`src/rtl/prog_counter_pkg.sv`:
```
// prog_counter_pkg: run-mode encoding and direction constants shared by the programmable counter.
package prog_counter_pkg;
  typedef enum logic [1:0] {MODE_WRAP, MODE_ONESHOT, MODE_PINGPONG, MODE_RSVD} cnt_mode_e;
  localparam logic DIR_UP = 1'b1;
  localparam logic DIR_DOWN = 1'b0;
endpackage

```
`src/rtl/prog_counter_next.sv`:
```
// prog_counter_next: combinational step function giving next count, next direction and one-shot completion.
module prog_counter_next
  import prog_counter_pkg::*;
#(
  parameter int WIDTH = 8
) (
  input  logic [WIDTH-1:0] count,
  input  logic [WIDTH-1:0] term,
  input  cnt_mode_e        mode,
  input  logic             dir,
  input  logic             cur_dir,
  input  logic             done,
  output logic [WIDTH-1:0] nxt_count,
  output logic             nxt_dir,
  output logic             hit
);
  logic pp, os, eff, over, at_end;
  logic [WIDTH-1:0] end_val, wrap_nxt, pp_nxt;
  always_comb begin
    pp = mode == MODE_PINGPONG;
    os = mode == MODE_ONESHOT;
    eff = pp ? cur_dir : dir;
    end_val = eff ? term : '0;
    over = count > term;
    at_end = count == end_val;
    wrap_nxt = eff ? ((at_end || over) ? '0 : count + 1'b1)
                   : ((at_end || over) ? term : count - 1'b1);
    // a zero terminal pins ping-pong at 0 while the direction keeps toggling
    pp_nxt = over ? term
           : at_end ? ((term == '0) ? '0 : (eff ? count - 1'b1 : count + 1'b1))
           : (eff ? count + 1'b1 : count - 1'b1);
    nxt_count = pp ? pp_nxt : (os && (done || at_end)) ? count : wrap_nxt;
    nxt_dir = pp ? (over ? DIR_DOWN : at_end ? ~cur_dir : cur_dir) : dir;
    hit = os && !done && (at_end || wrap_nxt == end_val);
  end
endmodule

```
`src/rtl/prog_counter.sv`:
```
// prog_counter: programmable-terminal up/down counter with wrap, one-shot and ping-pong modes.
module prog_counter
  import prog_counter_pkg::*;
#(
  parameter int WIDTH = 8,
  parameter int DEFAULT_TERM = 71
) (
  input  logic             clk,
  input  logic             resetn,
  input  logic             en,
  input  logic             clr,
  input  logic             load,
  input  logic [WIDTH-1:0] load_val,
  input  logic             term_wr,
  input  logic [WIDTH-1:0] term_val,
  input  logic             dir,
  input  logic [1:0]       mode,
  output logic [WIDTH-1:0] count,
  output logic             tc,
  output logic             done,
  output logic             cur_dir
);
  logic [WIDTH-1:0] term_reg, nxt_count;
  logic nxt_dir, hit;
  cnt_mode_e m;
  assign m = cnt_mode_e'(mode);
  prog_counter_next #(.WIDTH(WIDTH)) u_next (
    .count(count),
    .term(term_reg),
    .mode(m),
    .dir(dir),
    .cur_dir(cur_dir),
    .done(done),
    .nxt_count(nxt_count),
    .nxt_dir(nxt_dir),
    .hit(hit)
  );
  // a finished one-shot never reports another terminal count
  assign tc = en && !(done && m == MODE_ONESHOT) &&
              count == (((m == MODE_PINGPONG) ? cur_dir : dir) ? term_reg : '0);
  always_ff @(posedge clk or negedge resetn) begin
    if (!resetn) begin
      count <= '0;
      term_reg <= WIDTH'(DEFAULT_TERM);
      done <= 1'b0;
      cur_dir <= DIR_UP;
    end else begin
      if (term_wr) term_reg <= term_val;
      if (clr) begin
        count <= '0;
        done <= 1'b0;
        cur_dir <= DIR_UP;
      end else if (load) begin
        count <= load_val;
        done <= 1'b0;
      end else if (en) begin
        count <= nxt_count;
        cur_dir <= nxt_dir;
        done <= done | hit;
      end
    end
  end
endmodule

```
`config.mk`:
```
export PLATFORM = sky130hd
export DESIGN_NAME = prog_counter
export DESIGN_NICKNAME = d
export VERILOG_FILES = /design/src/rtl/prog_counter_pkg.sv /design/src/rtl/prog_counter_next.sv /design/src/rtl/prog_counter.sv
export SDC_FILE = /design/constraint.sdc
export NUM_CORES = 1
export LEC_CHECK = 0
export BUFFER_PORTS_ARGS = -buffer_cell sky130_fd_sc_hd__buf_2
export CORE_UTILIZATION = 38
export CTS_CLUSTER_DIAMETER = 60
export DETAILED_ROUTE_END_ITERATION = 8
export SLEW_MARGIN = 10
export SYNTH_ARGS = -nofsm -noshare
export SYNTH_HDL_FRONTEND = slang
export SYNTH_SLANG_ARGS = --single-unit
```
`constraint.sdc`:
```
create_clock -name clk -period 3.5 [get_ports clk]
set_input_delay 0 -clock clk [delete_from_list [all_inputs] [get_ports clk]]
set_output_delay 0 -clock clk [all_outputs]
set_load 0.05 [all_outputs]
```
==> results.py <==
metrics = {
    "worst_setup_path": {
        "slowest_delay_ns": 0.61,
        "cpMostUsedCell": "mux2i_1",
        "cp.arrival_ns": 3.28,
        "cp_data_required_time_ns": 3.68,
        "critical_path_class": "reg2reg",
        "endpoint_kind": "flip-flop",
        "start_kind": "flip-flop",
        "cp_max_fo": 17,
        "cp_cell_sequence": "inv_1 > ha_1 > and3_1 > a221o_1 > a21oi_1 > a31o_2 > o21ai_4 > mux2i_1 > a211oi_2 > mux2i_1 > a211oi_1",
        "crit_slowest_cell": "dfstp_2",
    },
    "logic_synthesis": {
        "synth_fp_nets": 343,
        "synthSimpleGateAreaFrac": 0.222,
        "synth_edf_count": 0,
        "synth_mux_area_frac": 0.0964,
        "synth_top_family_by_area": "compound AO/OA/AOI/OAI gates",
        "synthDistinctLibCells": 63,
        "synth.yosys.seq_area_share": 0.192,
        "syn_avg_cell_area_um2": 7.71,
        "synthArstFlopShare": 1.00,
        "synth_top_area_cell": "dfrtp_1",
        "synth_compound_area_frac": 0.283,
        "ys_ff_latch": 18,
        "synth_area_leaders": "dfrtp_1 14%, mux2i_1 7.6%, xnor2_1 7.0%",
        "yosys.area_share.adder": 0.0527,
        "synth_flop_cell": "dfrtp_1",
        "syn_area_um2": 2370,
        "synth_top_area_frac": 0.137,
        "synth-xor-area-share": 0.0774,
        "synthCells": 308,
        "yosys_warnings": 0,
    },
    "global_routing": {
        "grt_pass1_vias": 2412,
        "grt_max_degree": 19,
        "track_usage": 0.262,
        "grt_overflow": 0,
        "antenna_found_initial": 0,
        "grt_pass1_wl_mm": 12.8,
    },
    "detailed_routing": {
        "detail_route.wl_per_cell_um": 19.5,
        "num_vias": 2585,
        "ant_nets": 0,
        "routed_wl_mm": 8.20,
        "first_pass_iters": 5,
        "routed_via_density": 6.15,
        "drcViolationCount": 0,
        "drt_iter0_drc": 182,
    },
    "sta": {
        "max_slew_margin": 0.594,
        "period_minus_slack_ns": 3.11,
        "rsz0062_at_grt": "false",
        "skew_ns": 0.00243,
        "hold_viol": 0,
        "slew_violations": 0,
        "timing.fmax_ghz": 0.322,
        "setup_tns_ns": 0,
        "tightestPinTransition_ns": 0.601,
        "setup_viol": 0,
        "finalCritPeriodShare": 0.887,
    },
    "job": {
        "maxCapViolCount": 0,
    },
    "pwr": {
        "power.leakage_nw": 1.15,
        "irDropWorstVdd_uv": 173,
        "power_density_nw_per_um2": 362,
        "fin_total_pwr_mw": 0.999,
    },
    "floorplanning": {
        "dieWidth_um": 81.1,
        "core_um2": 5990,
        "ios": 36,
        "initial_utilization": 0.396,
        "die_h_um": 81.1,
        "rows": 28,
        "dieArea_um2": 6570,
    },
    "finish": {
        "nFillCells": 624,
        "final_cells": 420,
        "n_antenna_cell": 0,
        "area_growth_pct": 16.3,
        "final_layout_size_suffix_gt1_frac": 0.206,
        "final_nets": 381,
    },
    "place": {
        "gp_congestion": 0.966,
        "portBuffers": 35,
        "hpwlAfterDp_mm": 5.97,
        "dp_cells": 403,
    },
    "clocking": {
        "clock-sinks": 18,
        "clk_pin_slew_worst_paths_ns": 0.08,
        "numCtsBuffers": 3,
        "cts-root-buf": "clkbuf_8",
        "ctsHtreeMaxLevel": 1,
        "cts_tree": "built",
        "clockBufferDepth": 2,
        "clkLatencyLatePin_ns": 0.26,
        "cts_resized": 0,
    },
    "hold_path": {
        "hp-class": "in2reg",
    },
    "outcome": {
        "status": "completed",
    },
}
what timing repair did:
item / CTS / global route
buffers inserted: 0 / 0
setup endpoints to repair: 0 / 0
endpoints found under the hold margin: 25 / 0
hold buffers: 13 / 0
kinds of logic after synthesis:
logic type,after synthesis
AND/OR/NAND/NOR,109
XOR/XNOR,21
flip-flops,18
buffers and inverters,37
adder cells (fa/ha/maj),10
multiplexers,21
AO/OA/AOI/OAI,92
per-stage QoR:
stage	hold WS, ns	setup WS [ns]	instance area, um2	util
2_1_floorplan	-0.296	0.579	2370	-
3_3_place_gp	-0.0197	0.510	2580	0.430
3_5_place_dp	-0.0119	0.447	2580	0.430
4_1_cts	0.0137	0.416	2760	0.461
5_1_grt	0.0159	0.178	2760	0.461
6_report	0.00829	0.395	2760	0.461
metal layers:
layer	GRT usage	wire, um
met1	0.347	3560
met2	0.434	3820
met3	0.0270	560
met4	0.100	258
met5	0	0
cell usage after synthesis, drive strengths merged, types with 2 or more instances:
cell / number
inv: 13
o21ai: 23
a311oi: 2
nor3: 9
nand4: 2
xor2: 2
a22o: 2
a31o: 3
o211ai: 6
a31oi: 6
o2111ai: 4
ha: 10
and4: 2
nand2b: 2
o311ai: 3
buf: 11
nand2: 41
nor4: 6
and3: 4
nor2: 26
and2: 3
a21o: 2
a21oi: 23
clkbuf: 12
dfrtp: 13
dfstp: 5
o31ai: 3
nand3: 8
xnor2: 19
a211oi: 5
mux2i: 19
mux2: 2
layout by cell type, fill, tap and decap left out, types with 8 or more instances in the layout:
master	count
dfrtp_1	13
nor3_1	8
xnor2_1	19
nand3_1	8
dlygate4sd3_1	13
buf_2	35
inv_1	13
mux2i_1	18
nand2_1	41
ha_1	10
a21oi_1	20
o21ai_0	20
nor2_1	25
buf_4	8
final timing paths:
check | from | end | slack (ns) | depth (start not counted)
max in group asynchronous | resetn | cur_dir | 2.92 | 2
setup reg to reg | term_reg[2] | count[6] | 0.39 | 11
min in group asynchronous | resetn | term_reg[5] | 0.22 | 2
hold / removal | load_val[6] | count[6] | 0.008 | 3
setup / recovery | term_reg[2] | count[6] | 0.39 | 11
hold reg to reg | cur_dir | cur_dir | 0.64 | 2
cell type report:
cell class / count / area [um2] / share of cell area
Multi-Input combinational cell: 253 / 1740 / 0.629
Sequential cell: 18 / 457 / 0.165
Timing Repair Buffer: 56 / 365 / 0.132
Tap cell: 75 / 93.8 / 0.0340
Clock buffer: 4 / 55.1 / 0.0199
Inverter: 14 / 52.6 / 0.0190
worst max-delay path, delay by kind of cell, from the launching register on:
| family | cells | cell delay [ns] |
|---|---|---|
| buf+inv | 1 | 0.13 |
| compound gates | 6 | 1.51 |
| simple gates | 1 | 0.20 |
| mux | 2 | 0.26 |
| fa+ha+maj | 1 | 0.30 |
| flops | 1 | 0.61 |
report_power, final:
part,internal [mW],total [mW],switching [mW]
clock,0.100,0.183,0.0830
sequential,0.230,0.272,0.0422
combinational,0.205,0.544,0.339
(Power assumes the default switching activity.)
